File: src/rtl/mips_ctrl.sv
// mips_ctrl: instruction decoder / control unit for the single-issue MIPS subset core.
//
// Decodes Op/Func of the instruction held in IF/ID into one-hot instruction flags
// and datapath control fields. Everything except illegal_sticky is purely
// combinational, so IF/ID can form PCSrc in the same cycle it holds the instruction.
//
// Ports
//   clk            in   system clock (only used by the sticky illegal flag)
//   reset          in   asynchronous active-low reset
//   Op, Func       in   instruction bits [31:26] and [5:0]
//   R              out  Op == 0 (R-type)
//   addu..jal      out  one-hot instruction flags
//   RegDst         out  0=rt, 1=rd, 2=$31
//   ALUSrc         out  1=extended immediate, 0=rt
//   ALUOp          out  0=add, 1=sub, 2=or, 3=lui
//   ExtOp          out  1=sign-extend imm16, 0=zero-extend
//   MemtoReg       out  0=ALU, 1=DM, 2=PC+8
//   RegWrite       out  GRF write enable
//   MemWrite       out  DM write enable
//   PCSrc          out  0=PC+4, 1=beq target, 2=j/jal target, 3=jr
//   illegal        out  encoding matches no supported instruction
//   illegal_sticky out  registered OR of illegal since last reset
//
// Build option
//   CTRL_NOP_LEGAL_EN  when defined, Op=0/Func=0 (sll, covers the all-zero word)
//                      decodes as a legal NOP instead of an illegal encoding.

module mips_ctrl (
    input  logic       clk,
    input  logic       reset,
    input  logic [5:0] Op,
    input  logic [5:0] Func,
    output logic       R,
    output logic       addu,
    output logic       subu,
    output logic       jr,
    output logic       ori,
    output logic       lw,
    output logic       sw,
    output logic       beq,
    output logic       lui,
    output logic       j,
    output logic       jal,
    output logic [1:0] RegDst,
    output logic       ALUSrc,
    output logic [2:0] ALUOp,
    output logic       ExtOp,
    output logic [1:0] MemtoReg,
    output logic       RegWrite,
    output logic       MemWrite,
    output logic [1:0] PCSrc,
    output logic       illegal,
    output logic       illegal_sticky
);

    localparam logic [5:0] OP_R    = 6'b000000;
    localparam logic [5:0] OP_ORI  = 6'b001101;
    localparam logic [5:0] OP_LW   = 6'b100011;
    localparam logic [5:0] OP_SW   = 6'b101011;
    localparam logic [5:0] OP_BEQ  = 6'b000100;
    localparam logic [5:0] OP_LUI  = 6'b001111;
    localparam logic [5:0] OP_J    = 6'b000010;
    localparam logic [5:0] OP_JAL  = 6'b000011;

    localparam logic [5:0] FN_ADDU = 6'b100001;
    localparam logic [5:0] FN_SUBU = 6'b100011;
    localparam logic [5:0] FN_JR   = 6'b001000;
    localparam logic [5:0] FN_SLL  = 6'b000000;

    assign R = (Op == OP_R);

    // Instruction flag decode
    always_comb begin
        addu    = 1'b0;
        subu    = 1'b0;
        jr      = 1'b0;
        ori     = 1'b0;
        lw      = 1'b0;
        sw      = 1'b0;
        beq     = 1'b0;
        lui     = 1'b0;
        j       = 1'b0;
        jal     = 1'b0;
        illegal = 1'b0;
        case (Op)
            OP_R: begin
                case (Func)
                    FN_ADDU: addu = 1'b1;
                    FN_SUBU: subu = 1'b1;
                    FN_JR:   jr   = 1'b1;
`ifdef CTRL_NOP_LEGAL_EN
                    FN_SLL:  illegal = 1'b0;
`else
                    FN_SLL:  illegal = 1'b1;
`endif
                    default: illegal = 1'b1;
                endcase
            end
            OP_ORI:  ori = 1'b1;
            OP_LW:   lw  = 1'b1;
            OP_SW:   sw  = 1'b1;
            OP_BEQ:  beq = 1'b1;
            OP_LUI:  lui = 1'b1;
            OP_J:    j   = 1'b1;
            OP_JAL:  jal = 1'b1;
            default: illegal = 1'b1;
        endcase
    end

    // Datapath control fields derived from the flags; an illegal encoding has
    // no flag set, so it falls through to all-zero controls (a NOP).
    always_comb begin
        RegDst   = 2'd0;
        ALUSrc   = 1'b0;
        ALUOp    = 3'd0;
        ExtOp    = 1'b0;
        MemtoReg = 2'd0;
        RegWrite = 1'b0;
        MemWrite = 1'b0;
        PCSrc    = 2'd0;

        if (addu) begin
            RegDst   = 2'd1;
            ALUOp    = 3'd0;
            RegWrite = 1'b1;
        end
        if (subu) begin
            RegDst   = 2'd1;
            ALUOp    = 3'd1;
            RegWrite = 1'b1;
        end
        if (ori) begin
            ALUSrc   = 1'b1;
            ALUOp    = 3'd2;
            RegWrite = 1'b1;
        end
        if (lui) begin
            ALUSrc   = 1'b1;
            ALUOp    = 3'd3;
            RegWrite = 1'b1;
        end
        if (lw) begin
            ALUSrc   = 1'b1;
            ExtOp    = 1'b1;
            MemtoReg = 2'd1;
            RegWrite = 1'b1;
        end
        if (sw) begin
            ALUSrc   = 1'b1;
            ExtOp    = 1'b1;
            MemWrite = 1'b1;
        end
        if (beq) begin
            ALUOp    = 3'd1;
            ExtOp    = 1'b1;
        end
        if (jal) begin
            RegDst   = 2'd2;
            MemtoReg = 2'd2;
            RegWrite = 1'b1;
        end

        if (beq)
            PCSrc = 2'd1;
        else if (j || jal)
            PCSrc = 2'd2;
        else if (jr)
            PCSrc = 2'd3;
    end

    always_ff @(posedge clk or negedge reset) begin
        if (!reset)
            illegal_sticky <= 1'b0;
        else
            illegal_sticky <= illegal_sticky | illegal;
    end

endmodule

File: config.mk
export PLATFORM = sky130hd
export DESIGN_NAME = mips_ctrl
export DESIGN_NICKNAME = d
export VERILOG_FILES = /design/src/rtl/mips_ctrl.sv
export SDC_FILE = /design/constraint.sdc
export NUM_CORES = 1
export LEC_CHECK = 0
export ABC_AREA = 1
export BUFFER_PORTS_ARGS = -buffer_cell sky130_fd_sc_hd__buf_2
export CAP_MARGIN = 5
export CORE_AREA = 2 2 39 41
export DETAILED_ROUTE_END_ITERATION = 10
export DIE_AREA = 0 0 41 43
export PLACE_DENSITY = 0.7
export SLEW_MARGIN = 20
export SYNTH_ARGS = -nofsm -noshare
export SYNTH_HDL_FRONTEND = slang
export SYNTH_SLANG_ARGS = --single-unit
export TNS_END_PERCENT = 30
File: constraint.sdc
create_clock -name clk -period 0.9 [get_ports clk]
set_input_delay 0.045 -clock clk [delete_from_list [all_inputs] [get_ports clk]]
set_output_delay 0.045 -clock clk [all_outputs]
set_load 0.02 [all_outputs]
==> results of run 1 <==
[cell usage after synthesis, types with 2 or more instances]
cell / count / share of area
inv_1: 14 / 0.13
nand2_2: 2 / 0.030
nand3_1: 4 / 0.049
nand4_1: 2 / 0.030
buf_4: 4 / 0.073
nor2_4: 6 / 0.16
nor2_1: 13 / 0.12
nand2_1: 12 / 0.11
inv_2: 3 / 0.027
nand3_2: 3 / 0.073
[per-stage QoR]
step / std cells / util / instance area (um^2)
global placement: 126 / 0.462 / 639
CTS: 129 / 0.515 / 713
finish: 130 / 0.553 / 766
detailed placement: 126 / 0.462 / 639
global route: 130 / 0.553 / 766
floorplan: 70 / - / 414
[worst max-delay path, cell delays in order]
cell	delay, ns
buf_6	0.10
nor2_4	0.08
nand4_1	0.16
buf_4	0.19
nor2_4	0.11
nand2_2	0.07
nand2_2	0.06
buf_6	0.11
[timing repair]
| item | in CTS | in global routing |
|---|---|---|
| resized for setup | 18 | 14 |
| setup endpoints to repair | 9 | 14 |
| hold endpoints to repair | 1 | 0 |
| buffers inserted | 2 | 1 |
| pin swaps | 6 | 9 |
| hold buffers | 1 | 0 |
[layer usage]
metal	up-vias	track usage	part of all wire
met3	0	0	0.042
met1	244	0.185	0.41
met5	-	0	0
li1	294	-	-
met2	14	0.250	0.55
met4	0	0	0
[area by class of cell]
| type | count | share of cell area |
|---|---|---|
| Sequential cell | 1 | 0.0327 |
| Timing Repair Buffer | 48 | 0.453 |
| Multi-Input combinational cell | 48 | 0.402 |
| Tap cell | 16 | 0.0261 |
| Inverter | 17 | 0.0866 |
[final timing paths]
path	startpoint	end	slack, ns	cells past startpoint
setup / recovery	Func[4]	ALUOp[0]	-0.08	8
hold / removal	reset	illegal_sticky	0.36	2
setup reg to reg	illegal_sticky	illegal_sticky	0.28	2
hold reg to reg	illegal_sticky	illegal_sticky	0.48	2
max in group asynchronous	reset	illegal_sticky	0.45	2
min in group clk	Func[1]	addu	0.39	3
[logic make-up (layout without fill, tap and decap cells)]
| family | Yosys count | count (layout) |
|---|---|---|
| AND/OR/NAND/NOR | 47 | 47 |
| other | 1 | 1 |
| buffers and inverters | 21 | 65 |
| flip-flops | 1 | 1 |
[report_power, final]
| part | internal, mW | switching (mW) |
|---|---|---|
| Sequential | 0.0458 | 0 |
| Combinational | 0.100 | 0.113 |
| Clock | 0 | 0 |
| Total | 0.146 | 0.113 |
==> results by stage, run 1 <==
STA:
- Across all hold checks on the routed design, the worst slack comes to 0.363 ns.
- Across all setup checks in the final design, the least slack found is -0.0755 ns.
- The number of max-slew violations in the final report came to 0.
- The largest clock skew in the final design is 0 ns.
- The count of endpoints failing hold in the final timing report was 0.
- For the finished layout, the period the worst path requires is 0.976 ns.
- Setup repair after global routing could not meet its margin everywhere.
- The sum of negative setup slack is -0.167 ns.
- Based on the critical path, the design can be clocked at up to 1030 MHz.
- The total setup violations reported at the end of the flow is 5.
- The final cycle utilization of the critical path is 1.08.

Finish:
- The final antenna diode count is 0.
- The register name with the most flops is illegal_sticky.
- The flip-flop count of the largest register, all copies and words added is 1.
- In the final layout, the registers with the most flip-flops are illegal_sticky x1.
- The multi-input combinational cells in the finished layout cover a total of 308 um^2.
- The leading cell type in the layout, fill and taps excluded is buf_2.
- Leaving out fill and tap cells, the most frequent cells in the layout are buf_2, buf_4, inv_1, nor2_1, nand2_1.
- The register area is 25.0 um^2.
- After the last flow step, the layout net total stands at 130.
- Of the cells placed in the final design, the portion with a size suffix greater than 1 is 0.623.
- Relative to the synthesized area, the layout overhead comes to 86.0%.
- The filler cell count in the final layout is 131.

Worst setup path:
- The maximum fanout encountered on the critical timing path is 3.
- The type of element launching the critical path is a primary input.
- The category of the worst setup path capture point is an output pin.
- The critical path start-end classification is in2out.
- Data on the critical path arrives at its endpoint at 0.93 ns.
- STA puts the critical path data required time at 0.85 ns.

Yosys:
- The post-synthesis cell count is 70.
- The combined area of all synthesized cells is 412 um^2.
- The share of the Yosys chip area taken by registers is 0.0608.
- In the synthesized netlist the async set-or-reset flop fraction comes to 1.00.
- Of the total synthesized cell area, the portion taken by XOR and XNOR cells is 0.
- The dominant combinational cell family by area after synthesis is simple AND/OR/NAND/NOR gates.
- The prevailing post-synth register cell is dfrtp_1.
- Of the total synthesized cell area, the portion taken by full adders, half adders and majority gates is 0.
- The complex-gate fraction of the synthesized area was 0.
- The net count after synthesis is 84.
- The average footprint of a synthesized cell is 5.88 um^2.
- The total of flip-flops plus latches after synthesis is 1.
- The Yosys step of the flow raised 0 warnings.
- The number of different library cells used by synthesis comes to 17.
- The synthesized-area fraction occupied by and/or/nand/nor cells is 0.702.
- Yosys mapped a number of flops with a built-in enable equal to 0.
- The mux contribution to synthesized area is 0.

Placed design:
- During placement, the flow inserted port buffers numbering 38.
- The placed wire-length estimate is 999 um.
- The worst setup timing slack at the placement stage is -0.0846 ns.
- The congestion estimate from routability-driven global placement came to 0.827.

Routing:
- The final layout contains routed wiring with a total length of 1.21 mm.
- The number of vias in the routed layout is 552.
- The count of nets left with antenna violations once routing finished came out at 0.
- For this run, the detailed router's first-pass iteration total came to 4.
- After detailed routing, the number of remaining DRC violations is 0.
- The number of DRC markers after the initial detailed-route iteration is 3.
- Using the TritonRoute via totals, the vias-per-cell ratio works out to 4.25.
- The wire length per cell is 9.27 um.

Pwr:
- Summed over all cells, the static leakage comes to 0.480 nW.
- The design draws 259 uW.
- Across the VDD grid, the largest voltage drop is 0.292 mV.
- The power density over the cells is 339 mW/mm^2.

Die:
- The vertical die dimension is 43 um.
- The die covers 0.00176 mm^2.
- For this design the top-level I/O count stands at 40.
- The horizontal die dimension is 41 um.
- In this run the standard cell core region covers 0.00138 mm^2.
- The number of rows in the core area is 14.
- The initial utilization of the core area, before any placement, comes to 0.297.

Outcome:
- The checks that failed: setup timing.
- The run finished, with violations left.

Global routing:
- The number of global-route vias before repair is 451.
- The initial antenna violation count is 0.
- Entering global routing, the biggest net connects 7 pins.
- In the global route stage, overall resource usage came out at 0.138.
- For this run the aggregate overflow at the end of global routing stands at 0.
- The first-pass GRT wire length is 1.81 mm.

Min path:
- In this run the worst hold path is classified as in2async.

Flow run:
- The total of max-cap violations is 0.

CTS:
- After clock tree synthesis, the clock-pin slew on the worst setup and hold paths is 0 ns.
- At the later pin of the worst-skew pair, clock insertion delay measures 0 ns.
Note: power is estimated with default switching activity, not from simulation.
==> inputs of run 2 (changes only) <==
- GPL_ROUTABILITY_DRIVEN: default -> 0
- SKIP_CTS_REPAIR_TIMING: default -> 1
==> run 2 against run 1 <==
Effect of this change: the flow still finishes with violations (setup timing); critical path type unchanged; maximum frequency fell by 1.6%; largest cell class unchanged; design area rose by 4.7%; sequential share of layout area fell by 0.15 points; first-iteration DRC count rose to 4.3 times the previous value; total power rose by 3.1%; flip-flop and latch count did not move; combinational power rose by 4%; critical endpoint unchanged; setup slack got worse by 0.015 ns; core utilization rose by 2.6 points; die area did not move.
==> results by stage, run 2 (synthesized netlist as in run 1, its figures left out) <==
Worst setup path:
- The data arrival time at the worst-slack endpoint was 0.95 ns (+0.02 ns).
- On the critical path the largest part of the delay comes from simple AND/OR/NAND/NOR gates.
- The maximum fanout encountered on the critical timing path came to 3 (unchanged).
- The setup path with the least slack is of type in2out.
- The category of the worst setup path capture point is an output pin.
- The number of buffer and inverter instances along the worst setup path is 3 (unchanged).
- The required time of the worst setup path is 0.85 ns (about the same).
- The worst setup path is launched from a primary input.
- The slowest stage of the critical path belongs to the cell nor2_4.
- Traced cell by cell, the critical path runs through buf_8, nor2_4, nand3_4, inv_4, nand2_4, nor2_4, nand2_2, nand2_2, buf_6.
- The maximum cell stage delay along the critical path is 0.15 ns (-0.04 ns).

Routing:
- The post-detailed-routing wire length is 1.35 mm (+12%).
- The number of vias in the routed layout came to 569 (+3.1%).
- The wire length per cell is 10.3 um (+12%).
- The count of nets left with antenna violations after detail routing is 0 (unchanged).
- The per-cell via count in the routed design was 4.38 (+3.1%).
- The number of search-and-repair iterations in the first detailed-routing pass is 4 (unchanged).
- The number of DRC markers after the initial detailed-route iteration is 13 (+10).
- The detailed-route DRC error count is 0 (unchanged).

CTS:
- The clock latency at the later pin of the worst-skew pair is 0 ns (unchanged).
- The clock input transition at the sequential cells of the worst setup and hold paths is 0 ns (unchanged).

Finish:
- The library cells used most frequently in the layout, excluding fill and tap cells, are buf_2, buf_4, inv_1.
- The leading cell type in the layout, fill and taps excluded is buf_2.
- The final antenna diode count is 0 (unchanged).
- From synthesis to final layout, the design area changed by 94.8%.
- The largest registers in the layout are illegal_sticky x1.
- illegal_sticky holds more flip-flops than any other register.
- The fraction of layout cells with a size suffix above 1 is 0.675 (+0.0526).
- The final instance area was 802 um^2 (+4.7%).
- The flip-flop count of the largest register, all copies and words added was 1 (unchanged).
- The number of nets at the end of the flow came to 130 (unchanged).

Global routing:
- The overall routing resource usage is 0.128 (-0.0100).
- The maximum number of pins on one net before global-route repair is 7 (unchanged).
- The initial antenna violation count came to 0 (unchanged).
- The number of global-route vias before repair was 426 (-5.5%).
- The first-pass GRT wire length came to 1.67 mm (-7.6%).
- The total congestion overflow is 0 (unchanged).

Die:
- The number of top-level pins is 40 (unchanged).
- The core footprint is 0.00138 mm^2 (unchanged).
- The starting utilization of the core area is 0.297 (unchanged).
- The horizontal die dimension is 41 um (unchanged).
- The vertical die dimension was 43 um (unchanged).
- The overall die area was 0.00176 mm^2 (unchanged).
- The number of rows in the core area is 14 (unchanged).

Pwr:
- The worst supply voltage drop on vdd is 0.255 mV (-13%).
- The power density over the cells is 334 mW/mm^2 (-1.5%).
- The leakage power figure is 0.495 nW (+3.1%).

Placed design:
- The quantity of I/O buffers inserted on ports is 38 (unchanged).
- The instance area at placement is 639 um^2 (unchanged).
- The placed wire-length estimate came to 999 um (unchanged).
- The worst setup timing slack at the placement stage came to -0.0846 ns (unchanged).

STA:
- The minimum setup slack in the final design was -0.0909 ns (-0.0154 ns).
- The hold slack was 0.361 ns (-0.00159 ns).
- The maximum frequency from static timing analysis is 1010 MHz (-1.6%).
- The shortest period the worst path allows is 0.991 ns (+0.0154 ns).
- Setup repair after global routing could not meet its margin everywhere.
- The count of endpoints failing hold in the final timing report came to 0 (unchanged).
- The number of max-slew violations in the final report came to 0 (unchanged).
- The final cycle utilization of the critical path came to 1.10 (+0.0171).
- The largest clock skew in the final design was 0 ns (unchanged).
- The total setup violations reported at the end of the flow is 9 (+4).

Flow run:
- The total of max-cap violations is 0 (unchanged).

Outcome:
- The flow ran to the end, but the final reports show violations.
- The final reports fail on setup timing.

Min path:
- The tightest min-delay check is of the in2async type.
## run 2: metal layers
metal / share of wire / GRT usage / routed length [um]
met1: 0.39 / 0.160 / 528
met3: 0.038 / 0 / 51
met5: 0 / 0 / 0
met2: 0.57 / 0.244 / 765
met4: 0 / 0 / 0
## run 2: path summary, 6_finish.rpt
| check | slack, ns | cells past startpoint | start | endpoint |
|---|---|---|---|---|
| worst max-delay path | -0.09 | 9 | Op[5] | ALUOp[0] |
| worst min-delay path | 0.36 | 2 | reset | illegal_sticky |
| worst max register to register | 0.30 | 2 | illegal_sticky | illegal_sticky |
| worst min register to register | 0.46 | 2 | illegal_sticky | illegal_sticky |
| max in group asynchronous | 0.45 | 2 | reset | illegal_sticky |
| min in group clk | 0.39 | 3 | Func[1] | addu |
## run 2: layout make-up
class,instances,area (um^2)
Fill cell,126,582
Sequential cell,1,25.0
Timing Repair Buffer,48,358
Multi-Input combinational cell,48,333
Inverter,17,66.3
Tap cell,16,20.0
## run 2: power breakdown
group | switching, mW | leakage [nW] | total [mW] | internal, mW
sequential | 0 | 0.00875 | 0.0458 | 0.0458
combinational | 0.118 | 0.486 | 0.222 | 0.104
clock | 0 | 0 | 0 | 0
total | 0.118 | 0.495 | 0.268 | 0.149
## run 2: per-stage QoR
step | cells | power [mW] | utilization | setup TNS, ns
after floorplan | 70 | 0.137 | - | -0.101
after global placement | 126 | 0.216 | 0.462 | -0.283
after detailed placement | 126 | 0.218 | 0.462 | -0.398
after CTS | 126 | 0.219 | 0.462 | -0.419
after global routing | 130 | 0.284 | 0.580 | -0.991
final | 130 | 0.268 | 0.580 | -0.369
==> inputs of run 3 (changes only) <==
- CAP_MARGIN: 5 -> default
- CELL_PAD_IN_SITES_DETAIL_PLACEMENT: default -> 1
- CELL_PAD_IN_SITES_GLOBAL_PLACEMENT: default -> 1
- CORE_AREA: 2 2 39 41 -> default
- CORE_MARGIN: default -> 1.5
- CORE_UTILIZATION: default -> 20
- DIE_AREA: 0 0 41 43 -> default
- PLACE_DENSITY: 0.7 -> default
- PLACE_DENSITY_LB_ADDON: default -> 0.1
==> run 3 against run 2 <==
Effect of this change: the run still ends with setup timing left; setup slack improved by 0.015 ns; first-iteration DRC count decreased by 62%; core utilization decreased by 16 points; final cell count increased by 10%; critical path depth unchanged; sequential power about the same; via count decreased by 2.1%; clock skew unchanged.
==> results by stage, run 3 (synthesized netlist as in run 1, its figures left out) <==
Global routing:
- The maximum number of pins on one net before global-route repair is 6 (-1).
- The total congestion overflow is 0 (unchanged).
- The overall routing resource usage was 0.108 (-0.0200).
- The initial antenna violation count is 0 (unchanged).
- The first-pass GRT wire length is 2.16 mm (+29%).
- The number of global-route vias before repair is 543 (+27%).

Min path:
- The classification of the worst-slack hold path is in2async.

STA:
- The final cycle utilization of the critical path is 1.08 (-0.0171).
- The minimum setup slack in the final design was -0.0756 ns (+0.0154 ns).
- Setup repair after global routing could not meet its margin everywhere.
- The number of max-slew violations in the final report is 0 (unchanged).
- The largest clock skew in the final design is 0 ns (unchanged).
- The sum of negative setup slack is -0.497 ns (-0.128 ns).
- The shortest period the worst path allows is 0.976 ns (-0.0154 ns).
- The maximum frequency from static timing analysis is 1030 MHz (+1.6%).
- The hold slack was 0.361 ns (-0.00000800 ns).
- The count of endpoints failing hold in the final timing report came to 0 (unchanged).
- The total setup violations reported at the end of the flow is 13 (+4).

Routing:
- The count of nets left with antenna violations after detail routing came to 0 (unchanged).
- The wire length per cell was 9.69 um (-6.4%).
- The post-detailed-routing wire length is 1.39 mm (+3.0%).
- The per-cell via count in the routed design was 3.90 (-11%).
- The number of search-and-repair iterations in the first detailed-routing pass is 4 (unchanged).
- The detailed-route DRC error count is 0 (unchanged).
- The number of DRC markers after the initial detailed-route iteration is 5 (-8).
- The number of vias in the routed layout is 557 (-2.1%).

Worst setup path:
- The data arrival time at the worst-slack endpoint was 0.93 ns (-0.02 ns).
- The number of stages on the worst setup path is 9 (unchanged).
- The worst reg-to-reg setup slack is 0.28 ns (-0.02 ns).
- The cell count of the worst reg-to-reg path was 2 (unchanged).
- The critical path start-end classification is in2out.
- The number of buffer and inverter instances along the worst setup path is 3 (unchanged).
- The category of the worst setup path capture point is an output pin.
- The required time of the worst setup path was 0.85 ns (about the same).
- The maximum fanout encountered on the critical timing path is 3 (unchanged).
- Among cell families on the critical path, the largest total delay comes from simple AND/OR/NAND/NOR gates.
- The critical path goes through buf_8, nor2_4, nand3_4, inv_4, nand2_4, nor2_4, nand2_2, nand2_2, buf_6.
- The slowest stage of the critical path belongs to the cell nor2_4.
- The maximum cell stage delay along the critical path is 0.14 ns (about the same).
- The type of element launching the critical path is a primary input.

Pwr:
- The share of power burned in registers is 0.181 (+0.010).
- The power spent charging and discharging nets is 115 uW (-2.7%).
- The worst supply voltage drop on vdd came to 0.220 mV (-14%).
- The power density over the cells is 311 mW/mm^2 (-6.7%).
- The internal power consumption was 138 uW (-7.7%).
- The leakage power figure is 0.495 nW (about the same).
- The proportion of power drawn by combinational gates came to 0.819 (-0.010).
- The switching fraction of total power came to 0.455 (+0.0131).
- The clock network power share is 0 (unchanged).

Die:
- The vertical die dimension came to 48.4 um (+12%).
- The starting utilization of the core area is 0.212 (-0.0855).
- The overall die area is 0.00234 mm^2 (+33%).
- The core footprint is 0.00194 mm^2 (+40%).
- The number of rows in the core area is 16 (+2).
- The number of top-level pins is 40 (unchanged).
- The horizontal die dimension was 48.4 um (+18%).

Outcome:
- The checks that failed: setup timing.
- The flow ran to the end, but the final reports show violations.

Placed design:
- The placed cell count was 141 (+12%).
- The worst setup timing slack at the placement stage was -0.116 ns (-0.0312 ns).
- The placed wire-length estimate is 1.20 mm (+20%).
- The quantity of I/O buffers inserted on ports is 38 (unchanged).

Finish:
- The leading cell type in the layout, fill and taps excluded is buf_2.
- The fraction of layout cells with a size suffix above 1 is 0.664 (-0.0116).
- The number of nets at the end of the flow is 132 (+1.5%).
- Ranked by flip-flop count, first place goes to illegal_sticky.
- The area growth from synthesis to final layout is 97.3%.
- The count of non-filler cells in the finished layout is 143 (+10%).
- Leaving out fill and tap cells, the most frequent cells in the layout are buf_2, buf_4, inv_1, nor2_1.
- The flip-flop count of the largest register, all copies and words added is 1 (unchanged).
- The final antenna diode count is 0 (unchanged).
- The largest registers in the layout are illegal_sticky x1.

CTS:
- The clock input transition at the sequential cells of the worst setup and hold paths is 0 ns (unchanged).
- The clock latency at the later pin of the worst-skew pair came to 0 ns (unchanged).

Flow run:
- The total of max-cap violations is 0 (unchanged).
[run 3: per-layer routing]
metal,track usage,part of all wire
met5,0,0
met4,0,0
met3,0.00617,0.058
met2,0.208,0.51
met1,0.141,0.43
[run 3: path summary, 6_finish.rpt]
check / from / to
min in group clk: Func[1] / addu
max in group asynchronous: reset / illegal_sticky
min reg2reg: illegal_sticky / illegal_sticky
max reg2reg: illegal_sticky / illegal_sticky
max: Op[5] / ALUOp[0]
min: reset / illegal_sticky
[run 3: power groups by stage]
stage / registers (mW) / clock network [mW] / logic, mW
6_report: 0.0458 / 0 / 0.207
5_1_grt: 0.0458 / 0 / 0.228
4_1_cts: 0.0458 / 0 / 0.183
3_5_place_dp: 0.0458 / 0 / 0.182
3_3_place_gp: 0.0458 / 0 / 0.180
2_1_floorplan: 0.0458 / 0 / 0.0916
[run 3: final cells by class]
class                           instances  area (um^2)
Fill cell                             280         1130
Sequential cell                         1         25.0
Tap cell                               27         33.8
Multi-Input combinational cell         48          323
Timing Repair Buffer                   50          364
Inverter                               17         66.3
[run 3: metrics by stage]
step	total power [mW]	util	cell area, um^2
global placement	0.226	0.352	683
detailed placement	0.228	0.352	683
finish	0.253	0.418	812
global route	0.274	0.418	812
floorplan	0.137	-	414
CTS	0.228	0.352	683
